## src/rtl/irq_arbiter_if.sv

```systemverilog
// -----------------------------------------------------------------------------
// irq_arbiter_if
//   Bundles every non-clock, non-reset signal of irq_arbiter: the raw interrupt
//   lines, the CSR-style config port, and the exception-unit handshake.
//
//   Signals
//     irq_src    [N_SRC] raw interrupt lines (asynchronous, rising-edge events)
//     cfg_we             config write strobe
//     cfg_addr   [4]     config word address
//     cfg_wdata  [32]    config write data
//     cfg_rdata  [32]    config read data, combinational on cfg_addr
//     trap_taken         exception unit accepted the interrupt trap this cycle
//     mret               mret retiring; completes the current claim
//     interrupt          registered interrupt request to the exception unit
//     irq_id     [8]     ID currently requested or claimed; 0 if none
//
//   Modports
//     master : the CPU / system side (drives sources, config and handshake)
//     slave  : the arbiter itself
// -----------------------------------------------------------------------------
interface irq_arbiter_if #(
  parameter int N_SRC = 4
);
  logic [N_SRC-1:0] irq_src;
  logic             cfg_we;
  logic [3:0]       cfg_addr;
  logic [31:0]      cfg_wdata;
  logic [31:0]      cfg_rdata;
  logic             trap_taken;
  logic             mret;
  logic             interrupt;
  logic [7:0]       irq_id;

  modport master (
    output irq_src, cfg_we, cfg_addr, cfg_wdata, trap_taken, mret,
    input  cfg_rdata, interrupt, irq_id
  );

  modport slave (
    input  irq_src, cfg_we, cfg_addr, cfg_wdata, trap_taken, mret,
    output cfg_rdata, interrupt, irq_id
  );
endinterface

```

## src/rtl/irq_arbiter.sv

```systemverilog
// -----------------------------------------------------------------------------
// irq_arbiter
//   Machine-level interrupt controller in front of the exception unit.
//   External lines are synchronized, edge-detected and latched as pending.
//   Enabled pending sources whose priority exceeds the threshold compete; the
//   highest priority wins (lowest index on a tie). The winner is presented on
//   `interrupt`/`irq_id` until the trap is taken, then held as the claim until
//   software completes it (CLAIM/COMPLETE write of the matching ID, or mret).
//
//   Ports
//     clk  system clock
//     rst  asynchronous, active-low reset
//     bus  irq_arbiter_if.slave (sources, config port, trap handshake)
//
//   Register map (word addresses, read data zero-extended to 32 bits)
//     0x0       PENDING         read-only
//     0x1       ENABLE          read/write (bit N_SRC = timer enable, if built)
//     0x2       THRESHOLD       read/write, low PRIO_W bits
//     0x3       CLAIM/COMPLETE  read claim_id; write matching ID to complete
//     0x4+i     PRIO[i]         read/write, i < N_SRC
//     0xC/0xD   MTIME/MTIMECMP  only with the timer built in
//     others    read 0, writes ignored
//
//   Build option
//     IRQ_ARB_TIMER_EN : adds mtime/mtimecmp and timer source ID N_SRC+1,
//                        level-sensitive, fixed top priority, loses ties to
//                        external sources, gated by ENABLE bit N_SRC.
// -----------------------------------------------------------------------------
module irq_arbiter #(
  parameter int N_SRC  = 4,
  parameter int PRIO_W = 2
) (
  input logic          clk,
  input logic          rst,
  irq_arbiter_if.slave bus
);

  localparam logic [3:0] ADDR_PENDING   = 4'h0;
  localparam logic [3:0] ADDR_ENABLE    = 4'h1;
  localparam logic [3:0] ADDR_THRESHOLD = 4'h2;
  localparam logic [3:0] ADDR_CLAIM     = 4'h3;
  localparam int         ADDR_PRIO0     = 4;
`ifdef IRQ_ARB_TIMER_EN
  localparam logic [3:0]        ADDR_MTIME    = 4'hC;
  localparam logic [3:0]        ADDR_MTIMECMP = 4'hD;
  localparam logic [PRIO_W-1:0] TIMER_PRIO    = '1;
`endif

  typedef enum logic [1:0] {
    IDLE,
    REQ,
    SERVICE
  } state_e;

  // ---------------------------------------------------------------------------
  // State
  // ---------------------------------------------------------------------------
  state_e            state_q, state_d;
  logic [N_SRC-1:0]  sync1_q, sync1_d;
  logic [N_SRC-1:0]  sync2_q, sync2_d;
  logic [N_SRC-1:0]  prev_q, prev_d;
  logic [N_SRC-1:0]  pending_q, pending_d;
  logic [N_SRC-1:0]  enable_q, enable_d;
  logic [PRIO_W-1:0] threshold_q, threshold_d;
  logic [PRIO_W-1:0] prio_q [N_SRC];
  logic [PRIO_W-1:0] prio_d [N_SRC];
  logic              interrupt_q, interrupt_d;
  logic [7:0]        irq_id_q, irq_id_d;
  logic [7:0]        claim_id_q, claim_id_d;
`ifdef IRQ_ARB_TIMER_EN
  logic [31:0]       mtime_q, mtime_d;
  logic [31:0]       mtimecmp_q, mtimecmp_d;
  logic              timer_en_q, timer_en_d;
  logic              timer_cand;
`endif

  // ---------------------------------------------------------------------------
  // Combinational helpers
  // ---------------------------------------------------------------------------
  logic [N_SRC-1:0]  rise;
  logic [N_SRC-1:0]  cand;
  logic [N_SRC-1:0]  clear_mask;
  logic [PRIO_W-1:0] best_prio;
  logic [7:0]        win_id;
  logic              complete_wr;
  logic [31:0]       rdata;
  logic              unused_wdata;

  // Only some write-data bits land in registers, depending on the build.
  assign unused_wdata = ^bus.cfg_wdata;

  // Rising edge seen on the synchronized line; a held level yields one pulse.
  assign rise = sync2_q & ~prev_q;

  assign complete_wr = bus.cfg_we && (bus.cfg_addr == ADDR_CLAIM) &&
                       (bus.cfg_wdata == {24'd0, claim_id_q});

`ifdef IRQ_ARB_TIMER_EN
  assign timer_cand = timer_en_q && (mtime_q >= mtimecmp_q) &&
                      (TIMER_PRIO > threshold_q);
`endif

  // ---------------------------------------------------------------------------
  // Arbitration: strict '>' when replacing keeps the lowest index on ties,
  // and the timer (checked last) therefore loses ties to external sources.
  // ---------------------------------------------------------------------------
  always_comb begin
    best_prio = '0;
    win_id    = 8'd0;
    for (int i = 0; i < N_SRC; i++) begin
      cand[i] = pending_q[i] && enable_q[i] && (prio_q[i] > threshold_q);
      if (cand[i] && ((win_id == 8'd0) || (prio_q[i] > best_prio))) begin
        best_prio = prio_q[i];
        win_id    = 8'(i + 1);
      end
    end
`ifdef IRQ_ARB_TIMER_EN
    if (timer_cand && ((win_id == 8'd0) || (TIMER_PRIO > best_prio))) begin
      win_id = 8'(N_SRC + 1);
    end
`endif
  end

  // ---------------------------------------------------------------------------
  // Next-state logic: gateway, config registers, FSM
  // ---------------------------------------------------------------------------
  // NOTE: every signal written here gets a default first, so no path leaves
  // it unassigned and no latch is inferred.
  always_comb begin
    sync1_d     = bus.irq_src;
    sync2_d     = sync1_q;
    prev_d      = sync2_q;
    enable_d    = enable_q;
    threshold_d = threshold_q;
    prio_d      = prio_q;
    state_d     = state_q;
    interrupt_d = interrupt_q;
    irq_id_d    = irq_id_q;
    claim_id_d  = claim_id_q;
    clear_mask  = '0;
`ifdef IRQ_ARB_TIMER_EN
    timer_en_d  = timer_en_q;
    mtime_d     = mtime_q + 32'd1;
    mtimecmp_d  = mtimecmp_q;
`endif

    // Config writes; PENDING and CLAIM are not plain storage.
    if (bus.cfg_we) begin
      case (bus.cfg_addr)
        ADDR_ENABLE: begin
          enable_d = bus.cfg_wdata[N_SRC-1:0];
`ifdef IRQ_ARB_TIMER_EN
          timer_en_d = bus.cfg_wdata[N_SRC];
`endif
        end
        ADDR_THRESHOLD: threshold_d = bus.cfg_wdata[PRIO_W-1:0];
`ifdef IRQ_ARB_TIMER_EN
        // A software write to mtime overrides this cycle's increment.
        ADDR_MTIME:    mtime_d    = bus.cfg_wdata;
        ADDR_MTIMECMP: mtimecmp_d = bus.cfg_wdata;
`endif
        default: begin
          for (int i = 0; i < N_SRC; i++) begin
            if (bus.cfg_addr == 4'(ADDR_PRIO0 + i)) begin
              prio_d[i] = bus.cfg_wdata[PRIO_W-1:0];
            end
          end
        end
      endcase
    end

    case (state_q)
      IDLE: begin
        interrupt_d = 1'b0;
        irq_id_d    = 8'd0;
        if (win_id != 8'd0) begin
          state_d     = REQ;
          interrupt_d = 1'b1;
          irq_id_d    = win_id;
        end
      end

      REQ: begin
        // The trap was accepted for the ID on the wire this cycle, so it
        // takes precedence over the winner disappearing at the same time.
        if (bus.trap_taken) begin
          state_d     = SERVICE;
          interrupt_d = 1'b0;
          claim_id_d  = irq_id_q;
          irq_id_d    = irq_id_q;
          for (int i = 0; i < N_SRC; i++) begin
            clear_mask[i] = (irq_id_q == 8'(i + 1));
          end
        end else if (win_id == 8'd0) begin
          state_d     = IDLE;
          interrupt_d = 1'b0;
          irq_id_d    = 8'd0;
        end else begin
          interrupt_d = 1'b1;
          irq_id_d    = win_id;
        end
      end

      SERVICE: begin
        interrupt_d = 1'b0;
        irq_id_d    = claim_id_q;
        // Complete and mret together still form a single completion.
        if (complete_wr || bus.mret) begin
          state_d    = IDLE;
          claim_id_d = 8'd0;
          irq_id_d   = 8'd0;
        end
      end

      default: begin
        state_d     = IDLE;
        interrupt_d = 1'b0;
        irq_id_d    = 8'd0;
        claim_id_d  = 8'd0;
      end
    endcase

    // A new edge in the same cycle as the claim clear keeps the source pending.
    pending_d = (pending_q & ~clear_mask) | rise;
  end

  // ---------------------------------------------------------------------------
  // Registers
  // ---------------------------------------------------------------------------
  // NOTE: sequential state uses non-blocking assignments only, so every flop
  // samples the pre-edge value of every other flop.
  always_ff @(posedge clk or negedge rst) begin
    if (!rst) begin
      state_q     <= IDLE;
      sync1_q     <= '0;
      sync2_q     <= '0;
      prev_q      <= '0;
      pending_q   <= '0;
      enable_q    <= '0;
      threshold_q <= '0;
      // NOTE: the priority array is a handful of software-visible flops, not
      // a RAM, so it is reset like any other register.
      for (int i = 0; i < N_SRC; i++) prio_q[i] <= '0;
      interrupt_q <= 1'b0;
      irq_id_q    <= 8'd0;
      claim_id_q  <= 8'd0;
`ifdef IRQ_ARB_TIMER_EN
      mtime_q     <= 32'd0;
      mtimecmp_q  <= 32'hFFFF_FFFF;
      timer_en_q  <= 1'b0;
`endif
    end else begin
      state_q     <= state_d;
      sync1_q     <= sync1_d;
      sync2_q     <= sync2_d;
      prev_q      <= prev_d;
      pending_q   <= pending_d;
      enable_q    <= enable_d;
      threshold_q <= threshold_d;
      prio_q      <= prio_d;
      interrupt_q <= interrupt_d;
      irq_id_q    <= irq_id_d;
      claim_id_q  <= claim_id_d;
`ifdef IRQ_ARB_TIMER_EN
      mtime_q     <= mtime_d;
      mtimecmp_q  <= mtimecmp_d;
      timer_en_q  <= timer_en_d;
`endif
    end
  end

  // ---------------------------------------------------------------------------
  // Read mux: combinational on cfg_addr, zero-extended
  // ---------------------------------------------------------------------------
  always_comb begin
    rdata = '0;
    case (bus.cfg_addr)
      ADDR_PENDING: rdata[N_SRC-1:0] = pending_q;
      ADDR_ENABLE: begin
        rdata[N_SRC-1:0] = enable_q;
`ifdef IRQ_ARB_TIMER_EN
        rdata[N_SRC] = timer_en_q;
`endif
      end
      ADDR_THRESHOLD: rdata[PRIO_W-1:0] = threshold_q;
      ADDR_CLAIM:     rdata[7:0]        = claim_id_q;
`ifdef IRQ_ARB_TIMER_EN
      ADDR_MTIME:     rdata = mtime_q;
      ADDR_MTIMECMP:  rdata = mtimecmp_q;
`endif
      default: begin
        for (int i = 0; i < N_SRC; i++) begin
          if (bus.cfg_addr == 4'(ADDR_PRIO0 + i)) begin
            rdata[PRIO_W-1:0] = prio_q[i];
          end
        end
      end
    endcase
  end

  assign bus.cfg_rdata = rdata;
  assign bus.interrupt = interrupt_q;
  assign bus.irq_id    = irq_id_q;

endmodule

```

## src/flat_wrapper.sv

```systemverilog
// flat-port wrapper written by rule: the top's interface ports become plain ports
module irq_arbiter_flat 
#(
  parameter int N_SRC  = 4,
  parameter int PRIO_W = 2
)
  (clk, rst, bus_irq_src, bus_cfg_we, bus_cfg_addr, bus_cfg_wdata, bus_trap_taken, bus_mret, bus_cfg_rdata, bus_interrupt, bus_irq_id);
  irq_arbiter_if #(.N_SRC(N_SRC)) bus_i ();
  input logic clk;
  input logic rst;
  input wire logic [$bits(bus_i.irq_src)-1:0] bus_irq_src;
  input wire logic [$bits(bus_i.cfg_we)-1:0] bus_cfg_we;
  input wire logic [$bits(bus_i.cfg_addr)-1:0] bus_cfg_addr;
  input wire logic [$bits(bus_i.cfg_wdata)-1:0] bus_cfg_wdata;
  input wire logic [$bits(bus_i.trap_taken)-1:0] bus_trap_taken;
  input wire logic [$bits(bus_i.mret)-1:0] bus_mret;
  output wire logic [$bits(bus_i.cfg_rdata)-1:0] bus_cfg_rdata;
  output wire logic [$bits(bus_i.interrupt)-1:0] bus_interrupt;
  output wire logic [$bits(bus_i.irq_id)-1:0] bus_irq_id;
  assign bus_i.irq_src = bus_irq_src;
  assign bus_i.cfg_we = bus_cfg_we;
  assign bus_i.cfg_addr = bus_cfg_addr;
  assign bus_i.cfg_wdata = bus_cfg_wdata;
  assign bus_i.trap_taken = bus_trap_taken;
  assign bus_i.mret = bus_mret;
  assign bus_cfg_rdata = bus_i.cfg_rdata;
  assign bus_interrupt = bus_i.interrupt;
  assign bus_irq_id = bus_i.irq_id;
  irq_arbiter #(.N_SRC(N_SRC), .PRIO_W(PRIO_W)) u_core (.clk(clk), .rst(rst), .bus(bus_i));
endmodule
```

## config.mk

```make
export PLATFORM = sky130hd
export DESIGN_NAME = irq_arbiter_flat
export DESIGN_NICKNAME = d
export VERILOG_FILES = /design/src/rtl/irq_arbiter_if.sv /design/src/rtl/irq_arbiter.sv /design/src/flat_wrapper.sv
export SDC_FILE = /design/constraint.sdc
export NUM_CORES = 1
export LEC_CHECK = 0
export ABC_AREA = 1
export CORE_ASPECT_RATIO = 0.9
export CORE_MARGIN = 2
export CORE_UTILIZATION = 44
export DETAILED_ROUTE_END_ITERATION = 8
export HOLD_SLACK_MARGIN = 0.1
export MAX_ROUTING_LAYER = met4
export PLACE_DENSITY_LB_ADDON = 0.08
export SLEW_MARGIN = 25
export SYNTH_ARGS = -nofsm -noshare
export SYNTH_HDL_FRONTEND = slang
export SYNTH_SLANG_ARGS = --single-unit
```

## constraint.sdc

```tcl
create_clock -name clk -period 8.7 [get_ports clk]
set_clock_uncertainty 0.1 [all_clocks]
set_input_delay 2.61 -clock clk [delete_from_list [all_inputs] [get_ports clk]]
set_output_delay 2.61 -clock clk [all_outputs]
set_load 0.03 [all_outputs]
```

# [Word level (Yosys, flattened, before mapping)]
# Cells that the tools add are included.
[word_totals] word_cells=112 reg_bits=49 out_inout_bits=41 in_bits=45
[classes] magnitude_cmp=7 eq_ne=19 muxes=32 n_reduce_logical=33 bitwise_logic=7
[op_table] cell="2-to-1 mux 8 bit" count=8
[op_table] cell="case mux 8 bit (3 select lines)" count=2
[op_table] cell="equality test 32 x 8 -> 1 bit" count=1
[op_table] cell="logical NOT 8 bit" count=4
[op_table] cell="2-to-1 mux 2 bit" count=11
[op_table] cell="equality test 4 x 3 -> 1 bit, second input constant" count=4
[op_table] cell="equality test 8 x 2 -> 1 bit, second input constant" count=2
[op_table] cell="AND reduction 3 bit" count=5
[op_table] cell="> comparator 2 bit" count=7
[op_table] cell="logical AND 1 bit" count=13
[op_table] cell="2-to-1 mux 4 bit" count=3
[op_table] cell="case mux 2 bit (3 select lines)" count=2
[op_table] cell="AND 4 bit" count=2
[op_table] cell="equality test 4 x 2 -> 1 bit, second input constant" count=2
[op_table] cell="equality test 8 x 1 -> 1 bit, second input constant" count=1
[op_table] cell="equality test 8 x 3 -> 1 bit, second input constant" count=1
[op_table] cell="inverter 4 bit" count=2
[op_table] cell="case mux 2 bit (4 select lines)" count=1
[op_table] cell="nonzero test 8 bit" count=1
[op_table] cell="AND reduction 2 bit" count=3
[op_table] cell="equality test 4 x 1 -> 1 bit, second input constant" count=1
[op_table] cell="logical NOT 4 bit" count=1
[op_table] cell="logical OR 1 bit" count=4
[op_table] cell="2-to-1 mux 1 bit" count=4
[op_table] cell="10 further kinds" count=13

# [Depth between registers and ports, before layout]
[depth] depth_word=19 mapped_depth=35

# [Worst setup path before layout]
# No wires, ideal clock.
[synth_timing] path_type="input to output" startpoint="input port bus_cfg_addr[2]" endpoint="output port bus_cfg_rdata[3]" setup_slack_ns=2.547 required_ns=5.990 path_buffers=0 path_stages=3 t_arrival_ns=3.443 path_cell_list="nor2_4 > nand2_1 > o221ai_1"
[synth_via] elab_chain_len=2 elab_cells_between_ends=4 classes_between="eq/ne (2); mux (1); reduce/logical (1)"
[synth_lines] item="start, declared" line="flat_wrapper.sv:13" rtl="input wire logic [$bits(bus_i.cfg_addr)-1:0] bus_cfg_addr;"
[synth_lines] item="equality test 4 x 2 -> 1 bit, or another cell as far along" line="irq_arbiter.sv:277" rtl="case (bus.cfg_addr)"
[synth_lines] item="case mux 2 bit (3 select lines) (*)" line="irq_arbiter.sv:277"
[synth_lines] item="end, declared" line="flat_wrapper.sv:17" rtl="output wire logic [$bits(bus_i.cfg_rdata)-1:0] bus_cfg_rdata;"
# Every way passes the cells marked *; elsewhere a longest branch is shown, timed or not.

# [Final worst setup path]
[layout_timing] startpoint="input port bus_cfg_addr[0]" endpoint="output port bus_cfg_rdata[1]"
[layout_via] elab_chain_len=6 elab_cells_between_ends=13 classes_between="eq/ne (7); mux (5); reduce/logical (1)"
[layout_lines] item="equality test 4 x 3 -> 1 bit" line="irq_arbiter.sv:293" rtl="if (bus.cfg_addr == 4'(ADDR_PRIO0 + i)) begin"
[layout_lines] item="2-to-1 mux 2 bit (4 in series)" line="irq_arbiter.sv:293"
[layout_lines] item="case mux 2 bit (4 select lines) (*)" line="irq_arbiter.sv:277"
# Marks and branches as above.

==> summary.md <==
| Metric | Value |
|---|---|
| Met3 wire length | 518 µm |
| Seq/Total Area, Yosys | 0.387 |
| Post-synthesis compound-gate area fraction | 0.0868 |
| Worst EP arrival | 4.55 ns |
| Cell area after layout | 0.00386 mm² |
| Pleak | 2.02 nW |
| Worst Max-Slew Pin Slew | 1.01 ns |
| Final wirelength | 7840 µm |
| CP Capture Point | bus_cfg_rdata[1] |
| RD Place Congestion | 0.844 |
| Final worst setup slack | 1.44 ns |
| Highest routing layer actually used | met4 |
| ANT nets after route | 0 |
| Crit start category | input pin |
| Maximum Capacitance Violations | 0 |
| Final setup violation count | 0 |
| Max IR drop VDD | 0.120 mV |
| Clock Root Buffer | clkbuf_8 |
| Pre-antenna DRT Iters | 4 |
| Crit path from | bus_cfg_addr[0] |
| Largest family of logic cells by synthesized area | simple AND/OR/NAND/NOR gates |
| Mean Syn Cell Area | 7.16 µm² |
| Status | complete, no violations |
| FF-to-FF End | u_core.bus.irq_id[0]$_DFFE_PN0P_ |
| Critical path's largest stage delay | 0.67 ns |
| CP bufs+invs | 3 |
| Post-CTS Setup Bufs | 0 |
| Post-Syn Area | 0.00317 mm² |
| CP top delay family | buffers and inverters |
| Critical path type | in -> out |
| H-tree depth | 2 |
| Yosys cell types | 31 |
| Total GRT Usage | 0.211 |
| Cells after Synth | 443 |
| Wire length on met1 | 3700 µm |
| # diodes | 0 |
| Hold Vio Cnt, Final | 0 |
| Largest net degree at the start of global routing | 50 |
| Worst skew pair latency | 0.31 ns |
| Fin nets | 570 |
| Worst r2r src | u_core.threshold_q[1]$_DFFE_PN0P_ |
| Reg area | 0.00123 mm² |
| RSZ-0062 raised after global routing | false |
| Switching Power | 0.000347 W |
| Die ar. | 0.00790 mm² |
| Worst path depth | 8 |
| Max-slew headroom | 0.326 |
| Layout cell share with drive strength beyond 1 | 0.0551 |
| Worst Hold Class | reg -> reg |
| Inst Count DP | 593 |
| Net Sw Frac | 0.436 |
| Vias in the first global route | 2706 |
| Min Tclk post-route | 7.26 ns |
| Met2 WL | 3560 µm |
| Yosys reg bits | 49 |
| FF-to-FF setup slack | 4.17 ns |
| Die width | 93.5 µm |
| Post-CTS sizing | 0 |
| Cell Pwr Density | 206 mW/mm² |
| Post-Synth XOR/XNOR Area | 0 |
| Clock-pin slew on the worst setup and hold paths | 0.10 ns |
| Combinational power share | 0.432 |
| Placed cell area | 0.00376 mm² |
| CTS hold repair buffers | 0 |
| Worst endpoint required time | 5.99 ns |
| TritonCTS Buffers | 5 |
| Longest Clk Path Bufs | 2 |
| Synth Warn # | 0 |
| Sequential power share | 0.381 |
| Max Clk Rate | 138 MHz |
| # rows | 29 |
| First-pass GRT wire length | 12700 µm |
| Post-synthesis mux area share | 0 |
| Critical path's most frequent cell | clkdlybuf4s50_1 |
| CP Max Fanout | 7 |
| Cell breakdown of the critical path | clkdlybuf4s50_1 -> inv_1 -> nor2_1 -> nand2_1 -> o21ai_0 -> a221oi_1 -> nand3_1 -> clkdlybuf4s50_1 |
| GRT overflow | 0 |
| Vias | 2858 |
| Hold path start | u_core.sync1_q[0]$_DFF_PN0_ |
| Io pins | 86 |
| Initial core utilization | 0.453 |
| Cell count of the worst reg-to-reg path | 35 |
| Vias/cell | 4.76 |
| Initial antenna violation count | 0 |
| Slowest-stage cell, CP | clkdlybuf4s50_1 |
| Tcrit/Tclk final | 0.835 |
| Drt wl/cell | 13.0 µm |
| Clk pwr share | 0.187 |
| Die span in y | 84.5 µm |
| Total Power | 0.000795 W |
| CTS tree | done |
| Multi-input logic area | 0.00158 mm² |
| CP Capture Type | primary output |
| DRT iter0 DRCs | 166 |
| Pint | 0.000448 W |
| Post-DP HPWL | 6210 µm |
| I/O Buffers | 61 |
| Layout Cells excl Fill | 601 |
| Synth Area in Adders | 0.0710 |
| Pre-CTS setup slack | 1.43 ns |
| Fill count | 671 |
| Simple-gate share of the synthesized area | 0.310 |
| Core area | 0.00700 mm² |
| Max Transition Viols Final | 0 |
| Fin Setup TNS | 0 ns |
| Drt drc | 0 |
| # clock sinks | 49 |
| Area Overhead vs Synth | 21.7% |
[power by group through the flow]
stage          Combinational, W  Clock, W  Sequential (W)
5_1_grt                0.000392  0.000159        0.000307
6_report               0.000343  0.000148        0.000303
3_3_place_gp           0.000333         0        0.000306
3_5_place_dp           0.000342         0        0.000307
4_1_cts                0.000345  0.000150        0.000302
2_1_floorplan          0.000237         0        0.000309
[registers in the layout (all words and copies together), names as in the netlist]
| name | count |
|---|---|
| u_core.enable_q | 4 |
| u_core.threshold_q | 2 |
| u_core.bus.interrupt | 1 |
| u_core.bus.irq_id | 8 |
| u_core.prev_d | 4 |
| u_core.state_q | 2 |
| u_core.prev_q | 4 |
| u_core.pending_q | 4 |
| u_core.sync1_q | 4 |
| u_core.claim_id_q | 8 |
| u_core.prio_q | 8 |
[stage by stage]
| stage | hold WS (ns) | utilization |
|---|---|---|
| final | 0.258 | 0.551 |
| after global routing | 0.265 | 0.551 |
| after CTS | 0.261 | 0.551 |
| after detailed placement | 0.237 | 0.537 |
| after global placement | 0.235 | 0.537 |
| after floorplan | 0.231 | - |
[synth_stat cells]
master	count	area, µm²
nand2_1	151	567
nor2_4	1	11.3
or2_2	3	18.8
nor2_2	3	18.8
o221ai_1	1	8.76
buf_2	1	5.00
buf_6	1	11.3
conb_1	1	3.75
o21a_1	2	15.0
nor3_1	1	5.00
o21bai_1	1	7.51
o21ai_1	1	5.00
clkbuf_8	2	27.5
nand3_2	4	40.0
inv_1	58	218
nand2_4	1	11.3
o22ai_1	2	12.5
buf_4	24	180
nand3_1	16	80.1
a221oi_1	4	35.0
o41ai_1	1	8.76
nand4_1	4	25.0
o21ai_0	31	155
dfrtp_1	49	1230
o211ai_1	1	7.51
a21oi_1	4	20.0
nand2_2	2	12.5
inv_2	4	15.0
nor2_1	50	188
ha_1	18	225
nand3b_1	1	7.51
[layout make-up]
| type | count | area share |
|---|---|---|
| Multi-Input combinational cell | 327 | 0.408 |
| Clock inverter | 3 | 0.00745 |
| Tap cell | 93 | 0.0301 |
| Sequential cell | 49 | 0.318 |
| Clock buffer | 5 | 0.0178 |
| Inverter | 62 | 0.0603 |
| Timing Repair Buffer | 62 | 0.159 |
[per-layer routing]
| metal | vias to the layer above | global-route usage |
|---|---|---|
| met5 | - | - |
| met4 | 0 | 0.0455 |
| met3 | 4 | 0.0332 |
| met2 | 88 | 0.334 |
| met1 | 1309 | 0.287 |
| li1 | 1457 | - |
[worst min path at each step]
stage                                             to  slack, ns  cells after the start
after global routing      u_core.prev_d[0]$_DFF_PN0_       0.26                      0
after detailed placement  u_core.prev_d[0]$_DFF_PN0_       0.24                      0
after floorplan           u_core.prev_d[0]$_DFF_PN0_       0.23                      0
final                     u_core.prev_d[0]$_DFF_PN0_       0.26                      0
after CTS                 u_core.prev_d[0]$_DFF_PN0_       0.26                      0
after global placement    u_core.prev_d[0]$_DFF_PN0_       0.23                      0
[worst register-to-register path, delay by kind of cell (launching register included)]
kind | cells | cell delay [ns]
adder cells (fa/ha/maj) | 4 | 1.12
flip-flops | 1 | 0.39
AND/OR/NAND/NOR | 19 | 1.51
buffers and inverters | 7 | 0.61
AO/OA/AOI/OAI | 5 | 0.75
[placed cells by master, fill, tap and decap left out, drive strengths merged, types with 2 or more instances in the layout]
master / synthesis / layout
nand2: 154 / 154
inv: 62 / 64
clkdlybuf4s50: 0 / 60
nor2: 54 / 54
dfrtp: 49 / 49
o21ai: 32 / 32
conb: 1 / 24
nand3: 20 / 20
ha: 18 / 18
clkbuf: 2 / 5
a21oi: 4 / 4
a221oi: 4 / 4
nand4: 4 / 4
or2: 3 / 3
o22ai: 2 / 2
o21a: 2 / 2
buf: 26 / 2
[kinds of logic after synthesis]
| kind of cell | Yosys count |
|---|---|
| AOI/OAI and AO/OA | 48 |
| adders and majority gates | 18 |
| buffers and inverters | 90 |
| DFF | 49 |
| other | 1 |
| and+or+nand+nor | 237 |
(Power assumes the default switching activity.)
